### config.mk
export PLATFORM = sky130hd
export DESIGN_NAME = combo_ctrl
export DESIGN_NICKNAME = d
export VERILOG_FILES = /design/src/rtl/combo_ctrl_pkg.sv /design/src/rtl/combo_ctrl_tick_timer.sv /design/src/rtl/combo_ctrl.sv
export SDC_FILE = /design/constraint.sdc
export NUM_CORES = 1
export LEC_CHECK = 0
export ABC_CLOCK_PERIOD_IN_PS = 4050
export BUFFER_PORTS_ARGS = -buffer_cell sky130_fd_sc_hd__buf_2
export CORE_MARGIN = 2
export CORE_UTILIZATION = 45
export CTS_CLUSTER_DIAMETER = 200
export DETAILED_ROUTE_END_ITERATION = 6
export SLEW_MARGIN = 10
export SYNTH_ARGS = -nofsm -noshare
export SYNTH_HDL_FRONTEND = slang
export SYNTH_SLANG_ARGS = --single-unit
### constraint.sdc
create_clock -name clk -period 4.05 [get_ports clk]
set_input_delay 1.215 -clock clk [delete_from_list [all_inputs] [get_ports clk]]
set_output_delay 1.215 -clock clk [all_outputs]
set_load 0.03 [all_outputs]
### src/rtl/combo_ctrl_pkg.sv
// Shared definitions for the combination-lock controller: FSM state encoding,
// default parameter values and a small saturating-increment helper.
package combo_ctrl_pkg;

  typedef enum logic [2:0] {
    S_IDLE,
    S_ENTER,
    S_CHECK,
    S_OPEN,
    S_PROG,
    S_LOCKOUT
  } state_t;

  localparam int unsigned DEF_NDIG       = 3;
  localparam logic [23:0] DEF_CODE_INIT  = 24'h12_34_56;
  localparam int unsigned DEF_MAX_FAIL   = 3;
  localparam int unsigned DEF_LOCK_TICKS = 5000;
  localparam int unsigned DEF_IDLE_TICKS = 10000;

  function automatic logic [1:0] sat_inc2(input logic [1:0] v, input logic [1:0] lim);
    return (v >= lim) ? lim : v + 2'd1;
  endfunction

endpackage

### src/rtl/combo_ctrl_tick_timer.sv
// Loadable down-counter shared by the entry timeout and the lockout period.
// o_done fires on the enabled cycle in which the loaded count runs out.
module tick_timer #(
  parameter int unsigned W = 16
) (
  input  logic         i_clk,
  input  logic         i_rst_n,
  input  logic         i_load,
  input  logic [W-1:0] i_load_val,
  input  logic         i_en,
  output logic         o_done
);

  logic [W-1:0] r_cnt;

  always_ff @(posedge i_clk) begin
    if (!i_rst_n) begin
      r_cnt <= '0;
    end else if (i_load) begin
      r_cnt <= i_load_val;
    end else if (i_en && (r_cnt != '0)) begin
      r_cnt <= r_cnt - W'(1);
    end
  end

  assign o_done = i_en && !i_load && (r_cnt == W'(1));

endmodule

### src/rtl/combo_ctrl.sv
// Master FSM of the combination lock: digit entry and checking, failure
// lockout, entry timeout and reprogramming of the stored combination.
module combo_ctrl
  import combo_ctrl_pkg::*;
#(
  parameter int unsigned        NDIG       = DEF_NDIG,
  parameter logic [NDIG*8-1:0]  CODE_INIT  = DEF_CODE_INIT,
  parameter int unsigned        MAX_FAIL   = DEF_MAX_FAIL,
  parameter int unsigned        LOCK_TICKS = DEF_LOCK_TICKS,
  parameter int unsigned        IDLE_TICKS = DEF_IDLE_TICKS
) (
  input  logic       clk,
  input  logic       reset,
  input  logic       cnten,
  input  logic       dirch,
  input  logic [3:0] bcd1,
  input  logic [3:0] bcd0,
  input  logic       prog,
  input  logic       lock,
  input  logic       doorCls,
  output logic       clrCount,
  output logic [1:0] idx,
  output logic       codeOk,
  output logic       lockout,
  output logic       blank,
  output logic [1:0] failCnt,
  output logic       progDone
);

  localparam int unsigned TMAX = (LOCK_TICKS > IDLE_TICKS) ? LOCK_TICKS : IDLE_TICKS;
  localparam int unsigned TW   = $clog2(TMAX + 1);
  localparam logic [1:0]  LAST = 2'(NDIG - 1);
  localparam logic [1:0]  FMAX = 2'(MAX_FAIL);

  state_t              r_state;
  logic [1:0]          r_idx;
  logic                r_match;
  logic [1:0]          r_fail;
  logic [NDIG*8-1:0]   r_code;
  logic                r_clr, r_code_ok, r_lockout, r_blank, r_prog_done;

  logic [7:0]          w_bcd;
  logic [7:0]          w_bytes [NDIG];
  logic [NDIG*8-1:0]   w_code_wr;
  logic [1:0]          w_fail_nx;
  logic                w_tmr_load, w_tmr_en, w_tmr_done;
  logic [TW-1:0]       w_tmr_val;

  assign w_bcd     = {bcd1, bcd0};
  assign w_fail_nx = sat_inc2(r_fail, FMAX);

  // Entry 0 sits in the most significant byte of the stored code.
  for (genvar g = 0; g < NDIG; g++) begin : g_byte
    assign w_bytes[g] = r_code[(NDIG-1-g)*8 +: 8];
    assign w_code_wr[(NDIG-1-g)*8 +: 8] = (r_idx == 2'(g)) ? w_bcd : r_code[(NDIG-1-g)*8 +: 8];
  end

  always_comb begin
    w_tmr_load = 1'b0;
    w_tmr_en   = 1'b0;
    w_tmr_val  = TW'(IDLE_TICKS);
    unique case (r_state)
      S_IDLE:    w_tmr_load = cnten;
      S_ENTER: begin
        w_tmr_en   = 1'b1;
        w_tmr_load = cnten || dirch;
      end
      S_CHECK: begin
        w_tmr_load = 1'b1;
        w_tmr_val  = TW'(LOCK_TICKS);
      end
      S_LOCKOUT: w_tmr_en = 1'b1;
      default: ;
    endcase
  end

  tick_timer #(.W(TW)) u_timer (
    .i_clk      (clk),
    .i_rst_n    (reset),
    .i_load     (w_tmr_load),
    .i_load_val (w_tmr_val),
    .i_en       (w_tmr_en),
    .o_done     (w_tmr_done)
  );

  always_ff @(posedge clk) begin
    if (!reset) begin
      r_state     <= S_IDLE;
      r_idx       <= '0;
      r_match     <= 1'b0;
      r_fail      <= '0;
      r_code      <= CODE_INIT;
      r_clr       <= 1'b0;
      r_code_ok   <= 1'b0;
      r_lockout   <= 1'b0;
      r_blank     <= 1'b0;
      r_prog_done <= 1'b0;
    end else begin
      r_clr       <= 1'b0;
      r_prog_done <= 1'b0;
      unique case (r_state)
        S_IDLE: if (cnten) begin
          r_state <= S_ENTER;
          r_idx   <= '0;
          r_match <= 1'b1;
        end
        S_ENTER: begin
          if (dirch) begin
            r_match <= r_match && (w_bcd == w_bytes[r_idx]);
            r_clr   <= 1'b1;
            if (r_idx == LAST) begin
              r_state <= S_CHECK;
              r_idx   <= '0;
            end else begin
              r_idx <= r_idx + 2'd1;
            end
          end else if (w_tmr_done) begin
            r_state <= S_IDLE;
            r_idx   <= '0;
            r_clr   <= 1'b1;
          end
        end
        S_CHECK: begin
          if (r_match) begin
            r_state   <= S_OPEN;
            r_code_ok <= 1'b1;
            r_fail    <= '0;
          end else begin
            r_fail <= w_fail_nx;
            r_clr  <= 1'b1;
            if (w_fail_nx == FMAX) begin
              r_state   <= S_LOCKOUT;
              r_lockout <= 1'b1;
              r_blank   <= 1'b1;
            end else begin
              r_state <= S_IDLE;
            end
          end
        end
        S_OPEN: begin
          if (lock && doorCls) begin
            r_state   <= S_IDLE;
            r_code_ok <= 1'b0;
            r_clr     <= 1'b1;
          end else if (prog) begin
            r_state <= S_PROG;
            r_idx   <= '0;
          end
        end
        S_PROG: if (dirch) begin
          r_code <= w_code_wr;
          r_clr  <= 1'b1;
          if (r_idx == LAST) begin
            r_state     <= S_OPEN;
            r_idx       <= '0;
            r_prog_done <= 1'b1;
          end else begin
            r_idx <= r_idx + 2'd1;
          end
        end
        S_LOCKOUT: if (w_tmr_done) begin
          r_state   <= S_IDLE;
          r_lockout <= 1'b0;
          r_blank   <= 1'b0;
          r_fail    <= '0;
        end
        default: r_state <= S_IDLE;
      endcase
    end
  end

  assign clrCount = r_clr;
  assign idx      = r_idx;
  assign codeOk   = r_code_ok;
  assign lockout  = r_lockout;
  assign blank    = r_blank;
  assign failCnt  = r_fail;
  assign progDone = r_prog_done;

endmodule

==> run metrics, run 1 <==
post-layout min period 2.69 ns; total routing usage reported by global routing 21.2%; cells along the critical path buf_2; n_diodes 0; crit end category output pin; Net Sw Power 0.000533 W; total global routing overflow 0; netlist area before placement 2770 µm²; Final Worst Setup Slack 1.36 ns; startpoint of the worst register-to-register path idx[1]; max_slew headroom 47.9%; HPWL after detailed placement 4.46 mm; share of Yosys cell area claimed by the top area cell type 36.2%; Vias per Instance 5.91; proportion of synthesized chip area in sequential cells 36.2%; portion of the clock cycle consumed by the worst path in the final layout 66.3%; internal power consumption 0.000864 W; proportion of synthesized area in mux cells 7.10%; VDD IR-drop max 0.296 mV; critical setup path kind reg2out; Yosys warning total 0; number of storage elements in the synthesis netlist 50; maximum fanout along the worst path 20; via total after detailed routing 2507; number of max-cap violations 0; flip-flop cell with the highest count after synthesis sky130_fd_sc_hd__dfxtp_1; critical path launch point idx[1]; wirelength, routed 6.62 mm; CTS clock-pin slew for the worst setup and hold paths 0.09 ns; clock root buffer sky130_fd_sc_hd__clkbuf_8; latest clock arrival within the worst-skew pair 0.31 ns; EDFF count, synth 0; Die Outline Area 6790 µm²; final hold slack 0.462 ns; most used routing layer met2; chip height 82.4 µm; ranking of synthesized cells by area sky130_fd_sc_hd__dfxtp_1, sky130_fd_sc_hd__nand3_1, sky130_fd_sc_hd__nand2_1; sw frac 38.1%; main combinational cell family by area after synthesis simple AND/OR/NAND/NOR gates; HP Class reg2reg; Logic pwr share 32.6%; outcome complete, no violations; maximum number of pins on one net before global-route repair 24; Crit path max-delay family flip-flops; CP required 2.83 ns; Final GP Congestion 0.820; worst-case reg-to-reg path depth 5; Place WS 1.35 ns; part of the total power dissipated in the clock network 22.8%; Post-CTS Hold Buffers 0; count of mapped cells out of synthesis 336; std cell rows 28; number of buffers on the longest clock path 2; number of cells on the critical path 1; 1st-pass router iterations 4; Reg2Reg Capture Point r_match; TritonCTS buffer count 5; count of distinct cell types in the synthesized netlist 62; final routed wire length divided by cell count 15.6 µm; clock tree from TritonCTS yes; crit path DAT 1.47 ns; crit path max-delay cell type sky130_fd_sc_hd__dfxtp_1; synthesized-area fraction occupied by ao, oa, aoi and oai cells 19.4%; global-route wire length before repair 11.2 mm; clock sink total 50; area share of and/or/nand/nor cells after synthesis 27.5%; via count of the first global-routing pass 2305; Post-Synthesis Net Count 354; kind of launch point of the worst setup path flop; adder-cell area share of the yosys netlist 1.36%; achievable frequency 372 MHz; Core Footprint 5920 µm²; Largest stage delay, worst path 0.84 ns; Area growth syn-to-layout 8.32%; reported leakage power 1.16 nW; final-report setup violation count 0; final-report max-slew violation count 0; proportion of layout cells with a drive suffix above 1 14.3%; Post-CTS Setup Bufs 0; cell taking the most area after synthesis sky130_fd_sc_hd__dfxtp_1; Final #Nets 366; slew at the pin closest to its max-slew limit 0.780 ns; met2 track demand over resource in global routing 31.1%; timing endpoint of the critical path idx[1]; Iter 0 DRT Violations 276; remaining routing DRC violations 0; effective utilization at floorplan 46.7%; met3 track demand over resource 3.15%; setup TNS 0 ns; met1 usage 30.7%; Clock Skews 0.00931 ns; CTS resizes 0; number of hold violations in the final report 0; Register-to-Register Setup Slack 1.65 ns; post-synthesis xor/xnor area fraction 3.80%; ys async rst share 0%; antenna violations before repair 0; unrepaired setup endpoints after global routing false; sequential fraction of design power 44.5%; cell area power density 466 nW/µm²; total of buffers placed on input and output ports 23; number of H-tree levels 2; mean post-synth cell area 8.23 µm²; number of buffers and inverters on the critical path 1; antenna violation net count after detailed routing 0; top-level I/O count 24; die width 82.4 µm
==> how the worst min path moves through the flow <==
| stage | start | to | cells past startpoint | slack [ns] |
|---|---|---|---|---|
| floorplan | r_code[16] | r_code[16] | 2 | 0.43 |
| global route | r_code[18] | r_code[18] | 2 | 0.48 |
| CTS | r_code[19] | r_code[19] | 2 | 0.46 |
| global placement | r_code[18] | r_code[18] | 2 | 0.44 |
| detailed placement | r_code[19] | r_code[19] | 2 | 0.45 |
| finish | r_code[9] | r_code[9] | 2 | 0.46 |
==> synth_stat cells (3+ instances only) <==
cell / n
sky130_fd_sc_hd__nor2_1: 26
sky130_fd_sc_hd__a221oi_1: 3
sky130_fd_sc_hd__nor2b_1: 6
sky130_fd_sc_hd__nand2b_1: 7
sky130_fd_sc_hd__a32o_1: 3
sky130_fd_sc_hd__o211ai_1: 4
sky130_fd_sc_hd__xnor2_1: 5
sky130_fd_sc_hd__xor2_1: 7
sky130_fd_sc_hd__mux2_2: 5
sky130_fd_sc_hd__dfxtp_1: 50
sky130_fd_sc_hd__nand3_1: 31
sky130_fd_sc_hd__o21ai_0: 9
sky130_fd_sc_hd__nor3_1: 7
sky130_fd_sc_hd__inv_1: 6
sky130_fd_sc_hd__clkbuf_1: 16
sky130_fd_sc_hd__o21a_1: 3
sky130_fd_sc_hd__mux2i_1: 14
sky130_fd_sc_hd__ha_1: 3
sky130_fd_sc_hd__a21oi_1: 29
sky130_fd_sc_hd__nand2_1: 39
sky130_fd_sc_hd__a31oi_1: 8
==> kinds of logic after synthesis <==
logic type / Yosys count
mux: 19
flops: 50
buf+inv: 28
xor+xnor: 12
fa+ha+maj: 3
simple gates: 144
compound gates: 80
==> cell type report <==
type,instances,area [µm²]
Clock buffer,6,82.6
Clock inverter,2,17.5
Sequential cell,50,1000
Fill cell,580,2920
Timing Repair Buffer,26,138
Inverter,7,26.3
Tap cell,75,93.8
Multi-Input combinational cell,258,1640
==> per-stage QoR <==
step / util, % / instances / instance area (µm²) / power, W
2_1_floorplan: - / 336 / 2770 / 0.000985
4_1_cts: 50.6 / 424 / 3000 / 0.00140
6_report: 50.6 / 424 / 3000 / 0.00140
3_5_place_dp: 48.9 / 416 / 2900 / 0.00108
3_3_place_gp: 48.9 / 416 / 2900 / 0.00108
5_1_grt: 50.6 / 424 / 3000 / 0.00149
==> flip-flops by register name (all words and copies together), names as in the netlist <==
name,flops
r_code,24
codeOk,1
idx,2
failCnt,2
u_timer.r_cnt,14
r_match,1
clrCount,1
r_state,3
blank,1
progDone,1
==> power groups by stage <==
stage	Sequential (W)	Combinational, W	Clock, W
final	0.000622	0.000455	0.000319
after CTS	0.000620	0.000454	0.000328
after floorplan	0.000597	0.000388	0
after global placement	0.000632	0.000450	0
after global routing	0.000633	0.000513	0.000349
after detailed placement	0.000631	0.000451	0
==> routing by layer <==
metal	vias up	share of wire, %
met5	-	0
met4	0	1.4
met3	8	4.2
met2	54	44
met1	1195	50
li1	1250	-
==> cell usage in the layout (no fill, tap or decap), types with 4 or more instances in the layout <==
cell type,Yosys,layout
sky130_fd_sc_hd__dfxtp_1,50,50
sky130_fd_sc_hd__nand2_1,39,39
sky130_fd_sc_hd__nand3_1,31,31
sky130_fd_sc_hd__a21oi_1,29,29
sky130_fd_sc_hd__nor2_1,26,26
sky130_fd_sc_hd__buf_2,1,23
sky130_fd_sc_hd__mux2i_1,14,14
sky130_fd_sc_hd__o21ai_0,9,9
sky130_fd_sc_hd__a31oi_1,8,8
sky130_fd_sc_hd__nor3_1,7,7
sky130_fd_sc_hd__xor2_1,7,7
sky130_fd_sc_hd__nand2b_1,7,7
sky130_fd_sc_hd__inv_1,6,6
sky130_fd_sc_hd__nor2b_1,6,6
sky130_fd_sc_hd__clkbuf_8,1,6
sky130_fd_sc_hd__xnor2_1,5,5
sky130_fd_sc_hd__mux2_2,5,5
sky130_fd_sc_hd__o211ai_1,4,4
No activity file was read; power rests on OpenSTA's default activity.
==> run 2, diff against run 1 <==
--- a/config.mk
+++ b/config.mk
@@ -5,7 +5,7 @@
 export SDC_FILE = /design/constraint.sdc
 export NUM_CORES = 1
 export LEC_CHECK = 0
-export ABC_CLOCK_PERIOD_IN_PS = 4050
+export ABC_CLOCK_PERIOD_IN_PS = 2520
 export BUFFER_PORTS_ARGS = -buffer_cell sky130_fd_sc_hd__buf_2
 export CORE_MARGIN = 2
 export CORE_UTILIZATION = 45
==> constraint.sdc (replaced) <==
create_clock -name clk -period 2.52 [get_ports clk]
set_input_delay 0.756 -clock clk [delete_from_list [all_inputs] [get_ports clk]]
set_output_delay 0.756 -clock clk [all_outputs]
set_load 0.03 [all_outputs]
==> run metrics, run 2 (same netlist as run 1, synthesis figures left out) <==
reported leakage power 1.21 nW (+4.4%); TritonCTS buffer count 5 (unchanged); Vias per Instance 5.79 (-2.1%); Crit path max-delay family flip-flops; Final #Nets 377 (+3.0%); number of H-tree levels 2 (unchanged); cell area power density 735 nW/µm² (+58%); number of flip-flops in the largest register 24 (unchanged); chip height 82.4 µm (unchanged); final-report setup violation count 0 (unchanged); post-layout min period 2.23 ns; wirelength, routed 6.69 mm (+1.0%); Post-Layout Cell Count 435 (+2.6%); CTS clock-pin slew for the worst setup and hold paths 0.09 ns (about the same); remaining routing DRC violations 0 (unchanged); final-report max-slew violation count 0 (unchanged); max_slew headroom 62.9% (+15 points); Placed Instances 427 (+2.6%); setup TNS 0 ns (unchanged); slew at the pin closest to its max-slew limit 0.555 ns (-0.225 ns); final routed wire length divided by cell count 15.4 µm (-1.5%); portion of the clock cycle consumed by the worst path in the final layout 88.3%; startpoint of the worst register-to-register path idx[1]; Post-CTS Hold Buffers 0 (unchanged); latest clock arrival within the worst-skew pair 0.30 ns (about the same); clock sink total 50 (unchanged); Die Outline Area 6790 µm² (unchanged); clock root buffer sky130_fd_sc_hd__clkbuf_8; HP Class reg2reg; number of max-cap violations 0 (unchanged); kind of launch point of the worst setup path flop; Core Util, Final 51.9% (+1.2 points); via count of the first global-routing pass 2279 (-1.1%); CP required 2.76 ns (-0.07 ns); std cell rows 28 (unchanged); VDD IR-drop max 0.315 mV (+6.6%); Iter 0 DRT Violations 208 (-25%); outcome complete, no violations; die width 82.4 µm (unchanged); crit path DAT 2.46 ns (+0.99 ns); critical setup path kind reg2reg; Post-CTS Setup Bufs 0 (unchanged); effective utilization at floorplan 46.7% (unchanged); total global routing overflow 0 (unchanged); proportion of layout cells with a drive suffix above 1 16.7% (+2.3 points); Largest stage delay, worst path 0.65 ns (-0.19 ns); global-route wire length before repair 11.1 mm (-0.92%); critical path launch point idx[1]; Area growth syn-to-layout 11.0%; Final GP Congestion 0.850 (+3.6%); total routing usage reported by global routing 21.2% (+0.077 points); crit end category flop; unrepaired setup endpoints after global routing false; antenna violations before repair 0 (unchanged); top-level I/O count 24 (unchanged); number of buffers and inverters on the critical path 0 (-1); achievable frequency 449 MHz; maximum number of pins on one net before global-route repair 24 (unchanged); cells along the critical path mux2_2, a221oi_1, o211ai_1, or4_1, a31oi_1; CTS resizes 0 (unchanged); Reg with most FFs r_code; n_diodes 0 (unchanged); antenna violation net count after detailed routing 0 (unchanged); most frequent cells in the layout sky130_fd_sc_hd__dfxtp_1, sky130_fd_sc_hd__nand2_1, sky130_fd_sc_hd__nand3_1, sky130_fd_sc_hd__a21oi_1, sky130_fd_sc_hd__nor2_1; Clock Skews 0.00691 ns (-0.00240 ns); via total after detailed routing 2518 (+0.44%); number of buffers on the longest clock path 2 (unchanged); commonest non-fill, non-tap cell in the layout sky130_fd_sc_hd__dfxtp_1; crit path max-delay cell type sky130_fd_sc_hd__dfxtp_1; biggest registers after layout r_code: 24 flops, u_timer.r_cnt: 14 flops, r_state: 3 flops; total of buffers placed on input and output ports 23 (unchanged); origin of the worst min-delay path r_code[19]; Core Footprint 5920 µm² (unchanged); maximum fanout along the worst path 13 (-35%); clock tree from TritonCTS yes; HPWL after detailed placement 4.66 mm (+4.5%); 1st-pass router iterations 4 (unchanged); number of hold violations in the final report 0 (unchanged)
run 2: changes by cell type in the layout (fill, tap and decap cells not counted), sizes merged:
cell / previous run / this run
buf: 26 / 37
clkbuf: 6 / 7
clkinv: 3 / 2
run 2: tightest hold or removal path: cells and delay by family (launching register included):
kind / cells / cell delay [ns]
and+or+nand+nor: 1 / 0.05
AOI/OAI and AO/OA: 1 / 0.05
DFF: 1 / 0.32
run 2: area by class of cell:
class	count	area, µm²
clock inverters	1	5.00
flip-flops and latches	50	1000
fillers	577	2850
multi-input cells	258	1640
inverters	7	26.3
repair buffers	37	220
clock buffers	7	86.3
well taps	75	93.8
run 2: metal layers:
layer	up-vias	GRT usage (%)	wire [µm]
li1	1265	-	-
met1	1202	31.4	3420
met2	44	31.9	2970
met3	7	2.72	213
met4	0	6.50	89
met5	-	0	0
run 2: report_power, final:
part	internal (W)	leakage (nW)	total [W]	switching [W]
sequential	0.000859	0.406	0.000979	0.000120
combinational	0.000334	0.759	0.000788	0.000454
clock	0.000222	0.0482	0.000491	0.000268
run 2: worst paths after layout:
check / endpoint / slack (ns) / depth (start not counted)
hold / removal: r_code[19] / 0.46 / 2
setup / recovery: r_match / 0.29 / 5
setup reg to reg: r_match / 0.29 / 5
hold reg to reg: r_code[19] / 0.46 / 2
run 2: per-stage QoR:
stage | setup slack [ns] | instance area, µm² | hold slack (ns) | power (W)
floorplan | 0.336 | 2770 | 0.434 | 0.00158
global placement | 0.350 | 2980 | 0.440 | 0.00177
detailed placement | 0.258 | 2980 | 0.447 | 0.00177
CTS | 0.276 | 3070 | 0.461 | 0.00227
global route | 0.121 | 3070 | 0.499 | 0.00240
finish | 0.294 | 3070 | 0.461 | 0.00226
==> run 3, diff against run 2 <==
--- a/config.mk
+++ b/config.mk
@@ -5,7 +5,7 @@
 export SDC_FILE = /design/constraint.sdc
 export NUM_CORES = 1
 export LEC_CHECK = 0
-export ABC_CLOCK_PERIOD_IN_PS = 2520
+export ABC_CLOCK_PERIOD_IN_PS = 2100
 export BUFFER_PORTS_ARGS = -buffer_cell sky130_fd_sc_hd__buf_2
 export CORE_MARGIN = 2
 export CORE_UTILIZATION = 45
==> constraint.sdc (replaced) <==
create_clock -name clk -period 2.1 [get_ports clk]
set_input_delay 0.63 -clock clk [delete_from_list [all_inputs] [get_ports clk]]
set_output_delay 0.63 -clock clk [all_outputs]
set_load 0.03 [all_outputs]
==> run metrics, run 3 (same netlist as run 1, synthesis figures left out) <==
outcome complete, no violations; Final #Nets 390 (+3.4%); number of flip-flops in the largest register 24 (unchanged); worst-case reg-to-reg path depth 5 (unchanged); reported leakage power 1.29 nW (+6.0%); Vias per Instance 5.74 (-0.78%); origin of the worst min-delay path r_code[18]; most frequent cells in the layout sky130_fd_sc_hd__dfxtp_1, sky130_fd_sc_hd__nand2_1, sky130_fd_sc_hd__nand3_1, sky130_fd_sc_hd__a21oi_1, sky130_fd_sc_hd__nor2_1; HPWL after detailed placement 4.91 mm (+5.3%); cells along the critical path or4_4, nor4_4, nand4_2, or4_1, a21oi_1; HP Class reg2reg; total of buffers placed on input and output ports 23 (unchanged); Iter 0 DRT Violations 158 (-24%); unrepaired setup endpoints after global routing false; Final GP Congestion 0.812 (-4.5%); proportion of layout cells with a drive suffix above 1 20.4% (+3.7 points); remaining routing DRC violations 0 (unchanged); achievable frequency 495 MHz (+10%); total global routing overflow 0 (unchanged); met2 WL post-DR 3.04 mm (+2.3%); Clock Skews 0.00288 ns (-0.00403 ns); crit end category flop; depth of the worst hold-timing path 2 (unchanged); commonest non-fill, non-tap cell in the layout sky130_fd_sc_hd__dfxtp_1; final hold slack 0.459 ns (-0.00199 ns); latest clock arrival within the worst-skew pair 0.30 ns (about the same); crit path DAT 2.26 ns (-0.20 ns); crit path max-delay cell type sky130_fd_sc_hd__or4_4; TritonCTS buffer count 5 (unchanged); VDD IR-drop max 0.362 mV (+15%); number of H-tree levels 2 (unchanged); std cell rows 28 (unchanged); routed metal-1 wirelength 3.49 mm (+2.1%); Post-CTS Hold Buffers 0 (unchanged); Largest stage delay, worst path 0.57 ns (-0.08 ns); n_diodes 0 (unchanged); wirelength, routed 6.81 mm (+1.8%); biggest registers after layout r_code: 24 flops, u_timer.r_cnt: 14 flops, r_state: 3 flops; CP required 2.34 ns (-0.42 ns); portion of the clock cycle consumed by the worst path in the final layout 96.2% (+7.8 points); top metal layer carrying routed signals met4; critical setup path kind reg2reg; maximum fanout along the worst path 5 (-8); Area growth syn-to-layout 15.8%; number of hold violations in the final report 0 (unchanged); clock root buffer sky130_fd_sc_hd__clkbuf_8; maximum number of pins on one net before global-route repair 20 (-17%); final-report setup violation count 0 (unchanged); via count of the first global-routing pass 2239 (-1.8%); clock sink total 50 (unchanged); clock tree from TritonCTS yes; startpoint of the worst register-to-register path u_timer.r_cnt[2]; Reg with most FFs r_code; Register-to-Register Setup Slack 0.08 ns (-0.21 ns); setup TNS 0 ns (unchanged); Core Footprint 5920 µm² (unchanged); Die Outline Area 6790 µm² (unchanged); die width 82.4 µm (unchanged); Reg2Reg Capture Point u_timer.r_cnt[11]; Routed met3 length 215 µm (+0.94%); post-layout min period 2.02 ns (-0.207 ns); worst-case hold path end point r_code[18]; number of max-cap violations 0 (unchanged); final-report max-slew violation count 0 (unchanged); effective utilization at floorplan 46.7% (unchanged); kind of launch point of the worst setup path flop; CTS clock-pin slew for the worst setup and hold paths 0.09 ns (about the same); total routing usage reported by global routing 21.1% (-0.12 points); number of buffers on the longest clock path 2 (unchanged); top-level I/O count 24 (unchanged); final routed wire length divided by cell count 15.2 µm (-1.1%); max_slew headroom 59.1% (-3.9 points); chip height 82.4 µm (unchanged); slew at the pin closest to its max-slew limit 0.612 ns (+0.0567 ns); via total after detailed routing 2573 (+2.2%); cell area power density 871 nW/µm² (+18%); global-route wire length before repair 11.0 mm (-0.68%); antenna violation net count after detailed routing 0 (unchanged); 1st-pass router iterations 4 (unchanged); antenna violations before repair 0 (unchanged)
## run 3: per-layer routing
metal	up-vias	global-route usage [%]
li1	1300	-
met5	-	0
met3	6	3.37
met2	37	31.4
met1	1230	31.7
met4	0	5.00
## run 3: worst max-delay path: cells and delay by family, from the launching register on
| family | cells | cell delay, ns |
|---|---|---|
| and+or+nand+nor | 4 | 1.44 |
| AOI/OAI and AO/OA | 1 | 0.15 |
| DFF | 1 | 0.37 |
## run 3: report_power, final
group          switching, W  total [W]  internal [W]
Combinational      0.000595    0.00106      0.000467
Clock              0.000319   0.000585      0.000267
Sequential         0.000112    0.00114       0.00103
## run 3: layout make-up
class	instances	area [µm²]
multi-input combinational	258	1640
fill	575	2720
clock inverter	1	5.00
timing repair buffer	50	343
clock buffer	7	86.3
inverter	7	30.0
sequential	50	1000
tap	75	93.8
## run 3: stage by stage
stage	setup WS (ns)	total power [W]	cells	utilization (%)	cell area, µm²
floorplan	0.0137	0.00190	336	-	2770
global placement	-0.0323	0.00219	438	51.9	3070
detailed placement	-0.0440	0.00219	438	51.9	3070
CTS	0.0190	0.00278	446	53.5	3170
global route	0.00224	0.00297	448	54.1	3200
finish	0.0807	0.00279	448	54.1	3200
## run 3: worst max-delay path by stage
stage | start | end | cells after the start
finish | u_timer.r_cnt[2] | u_timer.r_cnt[11] | 5
global route | idx[1] | r_match | 5
CTS | idx[1] | r_match | 6
detailed placement | idx[1] | r_match | 5
global placement | idx[1] | r_match | 5
floorplan | idx[1] | r_match | 7
## run 3: what timing repair did
action                     in CTS  in global routing
resized for setup               1                  3
setup endpoints to repair       1                  1
buffers inserted                0                  2
